### src/rtl/bus_arb_pkg.sv
// Shared types and helpers for the bus host arbiter.
// Round-robin pick function and index-width helper.
package bus_arb_pkg;

    localparam int unsigned MaxHosts = 32;

    typedef struct packed {
        logic       valid;
        logic [4:0] idx;
    } pick_t;

    function automatic int idx_w(input int n);
        return (n > 1) ? $clog2(n) : 1;
    endfunction

    // First requester at or after ptr, scanning upward and wrapping at n.
    function automatic pick_t rr_pick(
        input logic [MaxHosts-1:0] req,
        input int                  ptr,
        input int                  n
    );
        pick_t p;
        int    h;
        p = '0;
        for (int k = MaxHosts - 1; k >= 0; k--) begin
            if (k < n) begin
                h = ptr + k;
                if (h >= n) h = h - n;
                if (req[h]) begin
                    p.valid = 1'b1;
                    p.idx   = 5'(h);
                end
            end
        end
        return p;
    endfunction

endpackage

### src/rtl/bus_arb_id_fifo.sv
// Response-routing FIFO of host IDs.
// Same-cycle push and pop is accepted even when full.
module bus_arb_id_fifo #(
    parameter int Depth = 2,
    parameter int Width = 1
) (
    input  logic             clk_i,
    input  logic             rst_i,
    input  logic             push_i,
    input  logic             pop_i,
    input  logic [Width-1:0] wdata_i,
    output logic [Width-1:0] rdata_o,
    output logic             full_o,
    output logic             empty_o
);

    localparam int PtrW = (Depth > 1) ? $clog2(Depth) : 1;
    localparam int CntW = $clog2(Depth + 1);

    logic [Width-1:0] mem_q [Depth];
    logic [PtrW-1:0]  wptr_q, wptr_d, rptr_q, rptr_d;
    logic [CntW-1:0]  cnt_q, cnt_d;
    logic             do_push, do_pop;

    function automatic logic [PtrW-1:0] nxt(input logic [PtrW-1:0] p);
        return (p == PtrW'(Depth - 1)) ? '0 : p + PtrW'(1);
    endfunction

    assign full_o  = (cnt_q == CntW'(Depth));
    assign empty_o = (cnt_q == '0);
    assign rdata_o = mem_q[rptr_q];
    assign do_push = push_i & (~full_o | pop_i);
    assign do_pop  = pop_i & ~empty_o;

    always_comb begin
        wptr_d = do_push ? nxt(wptr_q) : wptr_q;
        rptr_d = do_pop ? nxt(rptr_q) : rptr_q;
        cnt_d  = cnt_q;
        if (do_push && !do_pop) cnt_d = cnt_q + CntW'(1);
        if (!do_push && do_pop) cnt_d = cnt_q - CntW'(1);
    end

    always_ff @(posedge clk_i) begin
        if (rst_i) begin
            wptr_q <= '0;
            rptr_q <= '0;
            cnt_q  <= '0;
        end else begin
            wptr_q <= wptr_d;
            rptr_q <= rptr_d;
            cnt_q  <= cnt_d;
        end
    end

    always_ff @(posedge clk_i) begin
        if (do_push) mem_q[wptr_q] <= wdata_i;
    end

endmodule

### src/rtl/bus_host_arbiter.sv
// Round-robin arbiter sharing one Ibex-protocol device port
// between several hosts, with in-order response routing.
module bus_host_arbiter
    import bus_arb_pkg::*;
#(
    parameter int NrHosts        = 2,
    parameter int AddressWidth   = 32,
    parameter int DataWidth      = 32,
    parameter int MaxOutstanding = 2
) (
    input  logic                    clk_i,
    input  logic                    rst_i,
    input  logic [NrHosts-1:0]      host_req_i,
    input  logic [AddressWidth-1:0] host_addr_i  [NrHosts],
    input  logic [NrHosts-1:0]      host_we_i,
    input  logic [DataWidth/8-1:0]  host_be_i    [NrHosts],
    input  logic [DataWidth-1:0]    host_wdata_i [NrHosts],
    output logic [NrHosts-1:0]      host_gnt_o,
    output logic [NrHosts-1:0]      host_rvalid_o,
    output logic [DataWidth-1:0]    host_rdata_o [NrHosts],
    output logic [NrHosts-1:0]      host_err_o,
    output logic                    dev_req_o,
    output logic [AddressWidth-1:0] dev_addr_o,
    output logic                    dev_we_o,
    output logic [DataWidth/8-1:0]  dev_be_o,
    output logic [DataWidth-1:0]    dev_wdata_o,
    input  logic                    dev_gnt_i,
    input  logic                    dev_rvalid_i,
    input  logic [DataWidth-1:0]    dev_rdata_i,
    input  logic                    dev_err_i
);

    localparam int IdxW = idx_w(NrHosts);

    logic [IdxW-1:0] ptr_q, ptr_d, lock_idx_q, lock_idx_d;
    logic            locked_q, locked_d;
    pick_t           pick;
    logic [IdxW-1:0] win, head;
    logic            win_vld, empty, full, pop, full_eff, hs;

    assign pick    = rr_pick(MaxHosts'(host_req_i), int'(ptr_q), NrHosts);
    assign win     = locked_q ? lock_idx_q : IdxW'(pick.idx);
    assign win_vld = locked_q | pick.valid;

    // A pop in the same cycle frees the slot the new push needs.
    assign pop       = dev_rvalid_i & ~empty & ~rst_i;
    assign full_eff  = full & ~pop;
    assign dev_req_o = win_vld & ~full_eff & ~rst_i;
    assign hs        = dev_req_o & dev_gnt_i;

    assign dev_addr_o  = rst_i ? '0 : host_addr_i[win];
    assign dev_we_o    = rst_i ? 1'b0 : host_we_i[win];
    assign dev_be_o    = rst_i ? '0 : host_be_i[win];
    assign dev_wdata_o = rst_i ? '0 : host_wdata_i[win];

    always_comb begin
        host_gnt_o    = '0;
        host_rvalid_o = '0;
        host_err_o    = '0;
        if (hs) host_gnt_o[win] = 1'b1;
        if (pop) begin
            host_rvalid_o[head] = 1'b1;
            host_err_o[head]    = dev_err_i;
        end
        for (int i = 0; i < NrHosts; i++) begin
            host_rdata_o[i] = rst_i ? '0 : dev_rdata_i;
        end
    end

    always_comb begin
        ptr_d      = ptr_q;
        locked_d   = locked_q;
        lock_idx_d = lock_idx_q;
        if (hs) begin
            ptr_d    = (win == IdxW'(NrHosts - 1)) ? '0 : win + IdxW'(1);
            locked_d = 1'b0;
        end else if (dev_req_o) begin
            locked_d   = 1'b1;
            lock_idx_d = win;
        end
    end

    always_ff @(posedge clk_i) begin
        if (rst_i) begin
            ptr_q      <= '0;
            locked_q   <= 1'b0;
            lock_idx_q <= '0;
        end else begin
            ptr_q      <= ptr_d;
            locked_q   <= locked_d;
            lock_idx_q <= lock_idx_d;
        end
    end

    bus_arb_id_fifo #(
        .Depth (MaxOutstanding),
        .Width (IdxW)
    ) u_id_fifo (
        .clk_i   (clk_i),
        .rst_i   (rst_i),
        .push_i  (hs),
        .pop_i   (pop),
        .wdata_i (win),
        .rdata_o (head),
        .full_o  (full),
        .empty_o (empty)
    );

    always @(posedge clk_i) begin
        if (!rst_i) begin
            assert (!(dev_rvalid_i && empty))
                else $warning("bus_host_arbiter: response with nothing outstanding");
            assert (!(locked_q && !host_req_i[lock_idx_q]))
                else $warning("bus_host_arbiter: locked host dropped its request");
        end
    end

endmodule

### config.mk
export PLATFORM = sky130hd
export DESIGN_NAME = bus_host_arbiter
export DESIGN_NICKNAME = d
export VERILOG_FILES = /design/src/rtl/bus_arb_pkg.sv /design/src/rtl/bus_arb_id_fifo.sv /design/src/rtl/bus_host_arbiter.sv
export SDC_FILE = /design/constraint.sdc
export NUM_CORES = 1
export LEC_CHECK = 0
export ABC_CLOCK_PERIOD_IN_PS = 1690
export CAP_MARGIN = 20
export CORE_AREA = 8 8 117 119
export DETAILED_ROUTE_END_ITERATION = 16
export DIE_AREA = 0 0 125 127
export GPL_ROUTABILITY_DRIVEN = 0
export PLACE_DENSITY = 0.69
export SYNTH_ARGS = -nofsm -noshare
export SYNTH_HDL_FRONTEND = slang
export SYNTH_SLANG_ARGS = --single-unit
### constraint.sdc
create_clock -name clk_i -period 1.69 [get_ports clk_i]
set_input_delay 0.2535 -clock clk_i [delete_from_list [all_inputs] [get_ports clk_i]]
set_output_delay 0.2535 -clock clk_i [all_outputs]
set_load 0.1 [all_outputs]
# Word-level counts from Yosys, hierarchy flattened
# Memory sizes are Yosys's and may differ from the RTL's. A register that Yosys moved wholly into a read port is not among the register bits.
# Cells that the tools add are included.
[totals] register_bits=7 ramBits=2 in_bits=177 n_memories=1
[op_classes] n_addsub=8 magnitude_cmp=9 n_eq_ne=1 mux=43 bitwise=18 n_reduce_logical=10
[memory_table] name="u_id_fifo.mem_q" depth=2 width=1 read_ports=1 rd_ports_with_merged_regs=1 wr=1 line_no="bus_arb_id_fifo.sv:20" text="logic [Width-1:0] mem_q [Depth];"
[op_table] op="32-bit 2-to-1 mux" n=11
[op_table] op="32-bit by 7-bit less-than comparator with 1-bit output (second input constant)" n=2
[op_table] op="1-bit 2-to-1 mux" n=17
[op_table] op="4-bit 2-to-1 mux" n=4
[op_table] op="6-bit 2-to-1 mux" n=2
[op_table] op="1-bit binary-select mux with 5-bit select" n=2
[op_table] op="2-bit 2-to-1 mux" n=5
[op_table] op="1-bit bitwise AND" n=8
[op_table] op="1-bit inverter" n=6
[op_table] op="2-bit greater-or-equal comparator (second input constant)" n=2
[op_table] op="1-bit logical AND" n=4
[op_table] op="1-bit by 2-bit less-than comparator with 1-bit output (second input constant)" n=2
[op_table] op="1-bit adder (second input constant)" n=3
[op_table] op="1-bit by 2-bit subtractor with 3-bit output (second input constant)" n=1
[op_table] op="2-bit by 2-bit subtractor with 3-bit output (second input constant)" n=1
[op_table] op="1-bit by 1-bit adder with 2-bit output (second input constant)" n=1
[op_table] op="2-bit by 1-bit adder with 2-bit output (second input constant)" n=1
[op_table] op="2-bit bitwise AND" n=1
[op_table] op="1-bit demux with 1-bit select" n=2
[op_table] op="2-bit == test (second input constant)" n=1
[op_table] op="1-bit greater-or-equal comparator (second input constant)" n=2
[op_table] op="1-bit by 2-bit greater-or-equal comparator with 1-bit output (second input constant)" n=1
[op_table] op="1-bit logical NOT" n=2
[op_table] op="2-bit logical NOT" n=1
[op_table] op="6 further kinds" n=7

# Longest topological paths before layout
# Gate-level depths: netlist of the first run.
[depth] word_depth=16 mapped_depth=7 ltp_nobuf=7

# Cells and area by module
# Synthesis of the first run repeated with hierarchy kept, for this count alone.
[hier_totals] cells_unflattened=357 hier_area_um2=2532.4
[modules_own_cells] mod="bus_host_arbiter" n_inst=1 cells_per_inst=327 area_each_um2=2208.4 seq_area_each_um2=60.1
[modules_own_cells] mod="bus_arb_id_fifo" n_inst=1 cells_per_inst=30 area_each_um2=324.1 seq_area_each_um2=160.2

# Least setup slack after synthesis of the first run
# No wires, ideal clock.
[synth_path] path_type="register to output" startpoint="register u_id_fifo.cnt_q[1]" endpoint="output port host_gnt_o[0]" arrival_time_ns=3.432 t_required_ns=1.436 slack_ns=-1.996 path_stages_with_launch=5 cell_sequence="dfxtp_1 > nor3b_2 > nor3_2 > nand2_1 > nor2_1"
[synth_between] elab_chain_cells=11 elab_cells_between_ends=12
[synth_rtl] element="start: declaration" line_no="bus_arb_id_fifo.sv:22" text="logic [CntW-1:0] cnt_q, cnt_d;"
[synth_rtl] element="start signal: assignment" line_no="bus_arb_id_fifo.sv:51" text="cnt_q <= cnt_d;"
[synth_rtl] element="2-bit logical NOT" line_no="bus_arb_id_fifo.sv:30" text="assign empty_o = (cnt_q == '0);"
[synth_rtl] element="1-bit inverter" line_no="bus_host_arbiter.sv:46" text="assign pop = dev_rvalid_i & ~empty & ~rst_i;"
[synth_rtl] element="1-bit bitwise AND (2 in a row)" line_no="bus_host_arbiter.sv:46"
[synth_rtl] element="1-bit inverter" line_no="bus_host_arbiter.sv:47" text="assign full_eff = full & ~pop;"
[synth_rtl] element="1-bit bitwise AND (*)" line_no="bus_host_arbiter.sv:47"
[synth_rtl] element="1-bit inverter (*)" line_no="bus_host_arbiter.sv:48" text="assign dev_req_o = win_vld & ~full_eff & ~rst_i;"
[synth_rtl] element="1-bit bitwise AND (*) (2 in a row)" line_no="bus_host_arbiter.sv:48"
[synth_rtl] element="net dev_req_o" line_no="bus_host_arbiter.sv:22" text="output logic dev_req_o,"
[synth_rtl] element="1-bit bitwise AND (*)" line_no="bus_host_arbiter.sv:49" text="assign hs = dev_req_o & dev_gnt_i;"
[synth_rtl] element="2-bit 2-to-1 mux (*)" line_no="bus_host_arbiter.sv:60" text="if (hs) host_gnt_o[win] = 1'b1;"
[synth_rtl] element="end: declaration" line_no="bus_host_arbiter.sv:18" text="output logic [NrHosts-1:0] host_gnt_o,"
# Mark *: on every way through the listed nets, which the timed path passes. The rest lies on a longest branch.

# Final worst setup path of the first run
[layout_path] startpoint="register locked_q" endpoint="output port dev_wdata_o[4]"
[layout_between] elab_chain_cells=6
[layout_rtl] element="start: declaration" line_no="bus_host_arbiter.sv:36" text="logic locked_q, locked_d;"
[layout_rtl] element="start signal: assignment" line_no="bus_host_arbiter.sv:90" text="locked_q <= locked_d;"
[layout_rtl] element="1-bit 2-to-1 mux" line_no="bus_host_arbiter.sv:42" text="assign win = locked_q ? lock_idx_q : IdxW'(pick.idx);"
[layout_rtl] element="1-bit inverter with 2-bit output (not written as such)" line_no="bus_host_arbiter.sv:54" text="assign dev_wdata_o = rst_i ? '0 : host_wdata_i[win];"
[layout_rtl] element="32-bit 2-to-1 mux (not written as such) (3 in a row)" line_no="bus_host_arbiter.sv:54"
[layout_rtl] element="32-bit 2-to-1 mux" line_no="bus_host_arbiter.sv:54"
[layout_rtl] element="end: declaration" line_no="bus_host_arbiter.sv:26" text="output logic [DataWidth-1:0] dev_wdata_o,"
# No other way between the ends. The select of a mux whose other input is x is not followed.

==> flow_summary_export.csv, run 1 <==
group,metric,value,unit
pwr,vdd_drop_max,0.0003658,V
synthesis,synthCells,351,
pwr,p_total,0.005110,W
synthesis,yosysMostFrequentCell,"nand2_1",
finish,n_antenna_cell,0,
timing,period_share,121.1,%
place,dp_cells,788,
clocking,clockBufferDepth,2,
synthesis,ys_seq_area_share,8.980,%
finish,stdcell_area,8919,µm²
die,io_pins,317,
critical_path,crit_required,1440,ps
synthesis,synth.distinct_cells,31,
synthesis,synth_largest_area_cell,"a21oi_2",
critical_path,cp_max_fo,8,
finish,multi_input_area,3058,µm²
timing,slew_viol_final,0,
routing,route.detailed.drc,0,
clocking,h-tree-depth,1,
global_routing,grt_pass1_wl,24.77,mm
synthesis,synth_common_cells,"76 x nand2_1, 67 x a21oi_2, 67 x nand2_2, 35 x nor2b_1, 32 x buf_4",
timing,fin_skew,1.315,ps
clocking,cts_buffers,3,
timing,rsz0062_at_grt,"yes",
place,portBuffers,316,
critical_path,start_kind,"register",
pwr,p_per_area,573.0,nW/µm²
timing,max_freq,488.5,MHz
timing,fin_ws,-357.0,ps
die,dieArea,15880,µm²
clocking,cts_root_buf,"clkbuf_16",
place,place_area,8227,µm²
timing,tns,-21140,ps
global_routing,grt_util_all_layers,19.62,%
routing,vias,3666,
hold_path,holdPathStages,2,
routing,first_pass_iters,4,
finish,seq_area,224.0,µm²
status,status,"complete, but fails checks",
synthesis,syn_nets,529,
critical_path,worst_setup_path_end_kind,"output port",
die,row_count,40,
routing,wl_per_cell,20.48,µm
place,dp_hpwl,12.99,mm
hold_path,worst_hold_path_type,"input port to register",
synthesis,avgSynthCellArea,6.987,µm²
run,maxCapViolations,0,
routing,wirelength,16.69,mm
timing,relSlewSlack,65.35,%
finish,drive_gt1_share,63.32,%
critical_path,critical_path_arrival,1790,ps
synthesis,syn_area,2452,µm²
global_routing,antenna_found_initial,0,
pwr,p_leak,3.804,nW
global_routing,grt_max_degree,46,
timing,layout_min_cycle_time,2047,ps
status,violations,"setup timing",
synthesis,synth_edf_count,2,
synthesis,synth_top_area_share,23.93,%
die,die_h,127,µm
finish,final_nets,847,
routing,drt_iter0_markers,60,
timing,setup_viol,73,
synthesis,synthArstFlopShare,0,%
synthesis,synth-main-ff-cell,"dfxtp_1",
clocking,tritoncts,"built",
global_routing,overflow,0,
finish,fillers,745,
critical_path,r2r_cells,8,
routing,ant_nets,0,
die,core,11810,µm²
routing,viasPerCell,4.498,
timing,tightest_slew,519.8,ps
clocking,clkLatencyLatePin,230,ps
synthesis,yosys_warnings,0,
finish,areaGrowthSynthToFinish,263.7,%
synthesis,ys_ff_latch,10,
synthesis,yosys-top-cells-area,"a21oi_2 24%, nand2_2 17%, nand2_1 12%",
die,initial_core_util,20.76,%
die,dieWidth,125,µm
clocking,cts_sinks,10,
clocking,path_clk_slew,40,ps
timing,final_hold_viol_count,0,
global_routing,grt_pass1_vias,4277,
finish,fin_cells,815,
critical_path,criticalPathCategory,"register to output port",
-- worst paths after layout --
path / start / to / slack (ps)
hold reg to reg: u_id_fifo.wptr_q$_SDFFE_PP0P_ / u_id_fifo.wptr_q$_SDFFE_PP0P_ / 460
setup / recovery: locked_q$_SDFFE_PP0N_ / dev_wdata_o[4] / -360
setup reg to reg: locked_q$_SDFFE_PP0N_ / u_id_fifo.cnt_q[1]$_SDFFE_PP0P_ / -170
hold / removal: rst_i / locked_q$_SDFFE_PP0N_ / 280
-- cells in the final DEF, fill, tap and decap left out, types with 3 or more instances in the layout --
cell type        netlist  routed
a21oi_4                0      68
buf_12                 7     155
buf_16                 0       6
buf_4                 32      26
buf_6                  1       6
clkbuf_16              0       4
clkdlybuf4s50_1        0     172
dfxtp_1                8       5
dfxtp_2                0       3
dlygate4sd2_1          0       3
nand2_1               76      35
nand2_2               67      26
nand2_4                0      82
nor2_1                10       7
nor2_4                 0       3
nor2b_2                0       4
nor2b_4                0      30
-- metal layers --
layer	vias to the layer above	global-route usage (%)	share of wire (%)
met5	-	0	0
met4	0	3.582	1.7
met3	20	7.196	8.3
met2	185	40.14	57
met1	1733	18.18	33
li1	1728	-	-
-- worst max-delay path, stage by stage, from the launching register on --
cell      delay [ps]
dfxtp_2          320
nand2b_4         130
o21a_4           210
buf_4            140
buf_12           120
buf_12           130
buf_16           150
nand2_1           80
a21oi_2           70
buf_12           190
-- flip-flops by register name (all words and copies together), names as in the netlist, named ones only --
register and flops:
u_id_fifo.rptr_q 1, ptr_q 1, u_id_fifo.mem_q 2, u_id_fifo.wptr_q 1, lock_idx_q 1, locked_q 1
u_id_fifo.cnt_q 2
-- kinds of logic after synthesis --
family / share of synthesized area (%)
buffers and inverters: 20.51
DFF: 8.980
and+or+nand+nor: 41.79
muxes: 0.4082
AOI/OAI and AO/OA: 26.73
xor gates and xnor gates: 1.072
adders and majority gates: 0.5101
-- per-stage QoR --
step                      hold WS [ps]  util [%]  worst slack [ps]
after detailed placement         453.3     69.65            -548.1
after global routing             285.6     75.51            -398.8
final                            275.4     75.51            -357.0
after floorplan                  426.2         -            -655.9
after global placement           436.5     69.65            -518.5
after CTS                        271.9     74.57            -380.5
-- power by group --
group | internal [W] | leakage [nW] | total (W) | switching (W)
sequential | 0.000265 | 0.0852 | 0.000282 | 0.0000171
combinational | 0.00178 | 3.68 | 0.00441 | 0.00263
clock | 0.000310 | 0.0385 | 0.000418 | 0.000108
-- what timing repair did --
action                     4_1_cts  5_1_grt
gates resized for setup         54       26
hold buffers                     0        0
buffers inserted                14        5
pin swaps                       45       27
gates cloned                     7        1
setup endpoints to repair       77       75
-- final cells by class --
class                   count  share of cell area [%]
repair buffers            370                   59.64
multi-input cells         279                   34.29
flip-flops and latches     10                   2.511
well taps                 147                   2.062
clock buffers               3                  0.8418
inverters                   3                  0.4209
repair inverters            2                  0.1964
clock inverters             1                 0.04209
Power figures use the tool's default switching activity.
==> inputs of run 2 (changes only) <==
--- a/config.mk
+++ b/config.mk
@@ -7,11 +7,13 @@
 export LEC_CHECK = 0
 export ABC_CLOCK_PERIOD_IN_PS = 1690
 export CAP_MARGIN = 20
-export CORE_AREA = 8 8 117 119
+export CELL_PAD_IN_SITES_DETAIL_PLACEMENT = 0
+export CELL_PAD_IN_SITES_GLOBAL_PLACEMENT = 1
+export CORE_MARGIN = 8
+export CORE_UTILIZATION = 14
 export DETAILED_ROUTE_END_ITERATION = 16
-export DIE_AREA = 0 0 125 127
 export GPL_ROUTABILITY_DRIVEN = 0
-export PLACE_DENSITY = 0.69
+export PLACE_DENSITY = 0.77
 export SYNTH_ARGS = -nofsm -noshare
 export SYNTH_HDL_FRONTEND = slang
 export SYNTH_SLANG_ARGS = --single-unit
==> run 2 against run 1 <==
Effect of this change: the flow still finishes with violations (setup timing); clock skew about the same; flip-flop and latch count unchanged; count of clock-buffer cells in the layout unchanged; core utilization decreased by 23 points; largest power group unchanged; critical endpoint is now dev_wdata_o[11]; global-route usage decreased by 5.4 points; via count decreased by 2.1%; design area increased by 1.8%; worst setup slack improved by 71 ps; register-to-register slack about the same; clock power about the same.
==> flow_summary_export.csv, run 2 (synthesis gave the netlist of run 1 again) <==
group,metric,value,unit
status,status,"complete, but fails checks",
status,violations,"setup timing",
finish,fin_cells,887,
die,dieArea,22010,µm²
finish,fillers,1418,
global_routing,grt_max_degree,41,
critical_path,criticalPathCategory,"register to output port",
clocking,clkLatencyLatePin,230,ps
critical_path,start_kind,"register",
critical_path,path_buf_inv,5,
global_routing,grt_util_all_layers,14.21,%
timing,rsz0062_at_grt,"yes",
place,portBuffers,316,
finish,layout_commonest_cell,"clkdlybuf4s50_1",
global_routing,grt_pass1_wl,24.73,mm
pwr,p_int,0.002384,W
pwr,p_leak,3.828,nW
clocking,cts_root_buf,"clkbuf_16",
finish,areaGrowthSynthToFinish,270.2,%
clocking,cts_buffers,3,
pwr,sw_frac_of_total,53.53,%
timing,layout_min_cycle_time,1976,ps
pwr,vdd_drop_max,0.0002911,V
pwr,p_seq_share,5.5,%
global_routing,overflow,0,
place,dp_hpwl,13.28,mm
pwr,combinationalPowerShare,86.4,%
clocking,tritoncts,"built",
critical_path,critical_path.startpoint,"locked_q$_SDFFE_PP0N_",
finish,layout_common_cells,"172 x clkdlybuf4s50_1, 161 x buf_12, 81 x nand2_4",
timing,period_share,116.9,%
finish,drive_gt1_share,61.63,%
timing,final_hold_viol_count,0,
clocking,path_clk_slew,40,ps
routing,first_pass_iters,4,
critical_path,path_delay_family,"buffers and inverters",
critical_path,worstSetupPathDepth,9,
place,dp_cells,858,
timing,slew_viol_final,0,
timing,fin_skew,1.507,ps
critical_path,ff2ff_setup_slack,-180,ps
clocking,cts_sinks,10,
finish,final_nets,841,
routing,wirelength,16.64,mm
die,row_count,48,
die,dieWidth,148.4,µm
routing,vias,3589,
critical_path,crit_chain,"buf_6 -> nand2_4 -> o21a_4 -> buf_12 -> buf_12 -> buf_16 -> nand2_2 -> a21oi_4 -> buf_12",
clocking,cts_hold_buf,0,
critical_path,path_common_cell,"buf_12",
die,initial_core_util,14.23,%
die,core,17240,µm²
critical_path,worst_setup_path_end_kind,"output port",
pwr,p_total,0.005130,W
critical_path,timing.rr.end,"u_id_fifo.cnt_q[1]$_SDFFE_PP0P_",
critical_path,r2r_cells,11,
critical_path,timing.rr.start,"locked_q$_SDFFE_PP0N_",
pwr,p_switching,0.002746,W
pwr,p_per_area,565.1,nW/µm²
finish,top_regs,"u_id_fifo.cnt_q (2), u_id_fifo.mem_q (2)",
pwr,power_frac_clock,8.1,%
timing,fin_ws,-286.3,ps
clocking,h-tree-depth,1,
die,die_h,148.4,µm
global_routing,grt_pass1_vias,4151,
critical_path,max_stage_delay,320,ps
run,maxCapViolations,0,
timing,setup_viol,74,
critical_path,cpMaxStageDelayCell,"dfxtp_2",
critical_path,critical_path_arrival,1720,ps
critical_path,endpoint,"dev_wdata_o[11]",
critical_path,crit_required,1440,ps
clocking,clockBufferDepth,2,
routing,drt_iter0_markers,49,
timing,max_freq,506.0,MHz
routing,ant_nets,0,
finish,n_antenna_cell,0,
timing,tightest_slew,471.2,ps
routing,wl_per_cell,18.75,µm
timing,tns,-17830,ps
critical_path,cp_max_fo,6,
routing,route.detailed.drc,0,
hold_path,worst_hold_path_type,"input port to register",
timing,relSlewSlack,68.59,%
routing,viasPerCell,4.046,
die,io_pins,317,
global_routing,antenna_found_initial,0,
[run 2: final cells by class]
class | count | area (µm²) | area share, %
timing repair buffer | 365 | 5393 | 59.40
multi-input combinational | 279 | 3035 | 33.43
tap | 225 | 281.5 | 3.101
sequential | 10 | 222.7 | 2.453
clock buffer | 3 | 75.07 | 0.8269
inverter | 3 | 37.54 | 0.4135
timing repair inverter | 1 | 30.03 | 0.3308
clock inverter | 1 | 3.754 | 0.04135
[run 2: how the worst min path moves through the flow]
| stage | slack (ps) | cells after the start | endpoint | startpoint |
|---|---|---|---|---|
| CTS | 280 | 2 | u_id_fifo.rptr_q$_SDFFE_PP0N_ | rst_i |
| global placement | 440 | 1 | u_id_fifo.wptr_q$_SDFFE_PP0P_ | u_id_fifo.wptr_q$_SDFFE_PP0P_ |
| global route | 280 | 2 | u_id_fifo.rptr_q$_SDFFE_PP0N_ | rst_i |
| finish | 280 | 2 | u_id_fifo.rptr_q$_SDFFE_PP0N_ | rst_i |
| detailed placement | 450 | 1 | u_id_fifo.wptr_q$_SDFFE_PP0P_ | u_id_fifo.wptr_q$_SDFFE_PP0P_ |
| floorplan | 430 | 1 | u_id_fifo.wptr_q$_SDFFE_PP0P_ | u_id_fifo.wptr_q$_SDFFE_PP0P_ |
[run 2: timing repair]
| item | in CTS | in global routing |
|---|---|---|
| buffers inserted | 11 | 5 |
| pin swaps | 13 | 35 |
| cloned | 10 | 1 |
| gates resized for setup | 47 | 25 |
| setup endpoints to repair | 78 | 76 |
[run 2: worst register-to-register path, stage by stage, from the launching register on]
cell     delay (ps)
dfxtp_2         330
buf_6           110
buf_6            90
nor3_1           40
buf_4           140
nor3_4          170
nand2_4          80
buf_6           120
ha_4            150
xnor2_2         130
or3_1           320
a21oi_1         120
[run 2: metrics by stage]
step	area, µm²	hold slack [ps]	utilization (%)	worst slack (ps)
final	9079	281.2	52.67	-286.3
after global routing	9079	281.4	52.67	-346.2
after CTS	8941	276.1	51.87	-382.3
after detailed placement	8339	447.8	48.38	-579.8
after global placement	8339	436.7	48.38	-552.5
after floorplan	3877	426.2	-	-655.9
[run 2: power by group through the flow]
stage | combinational, W | sequential, W | clock (W)
floorplan | 0.00263 | 0.000281 | 0
global placement | 0.00411 | 0.000282 | 0
detailed placement | 0.00416 | 0.000284 | 0
CTS | 0.00443 | 0.000280 | 0.000424
global route | 0.00457 | 0.000284 | 0.000437
finish | 0.00443 | 0.000283 | 0.000417
[run 2: routing by layer]
layer | track usage [%] | wire (µm) | part of all wire (%)
met2 | 28.77 | 9441 | 57
met5 | 0 | 0 | 0
met4 | 2.397 | 244 | 1.5
met3 | 4.558 | 1540 | 9.3
met1 | 13.70 | 5409 | 33
==> inputs of run 3 (changes only) <==
--- a/config.mk
+++ b/config.mk
@@ -11,6 +11,7 @@
 export CELL_PAD_IN_SITES_GLOBAL_PLACEMENT = 1
 export CORE_MARGIN = 8
 export CORE_UTILIZATION = 14
+export CTS_CLUSTER_DIAMETER = 120
 export DETAILED_ROUTE_END_ITERATION = 16
 export GPL_ROUTABILITY_DRIVEN = 0
 export PLACE_DENSITY = 0.77
==> results of run 3 <==
Same layout as run 2: the final DEF is identical, and so are final timing and power.
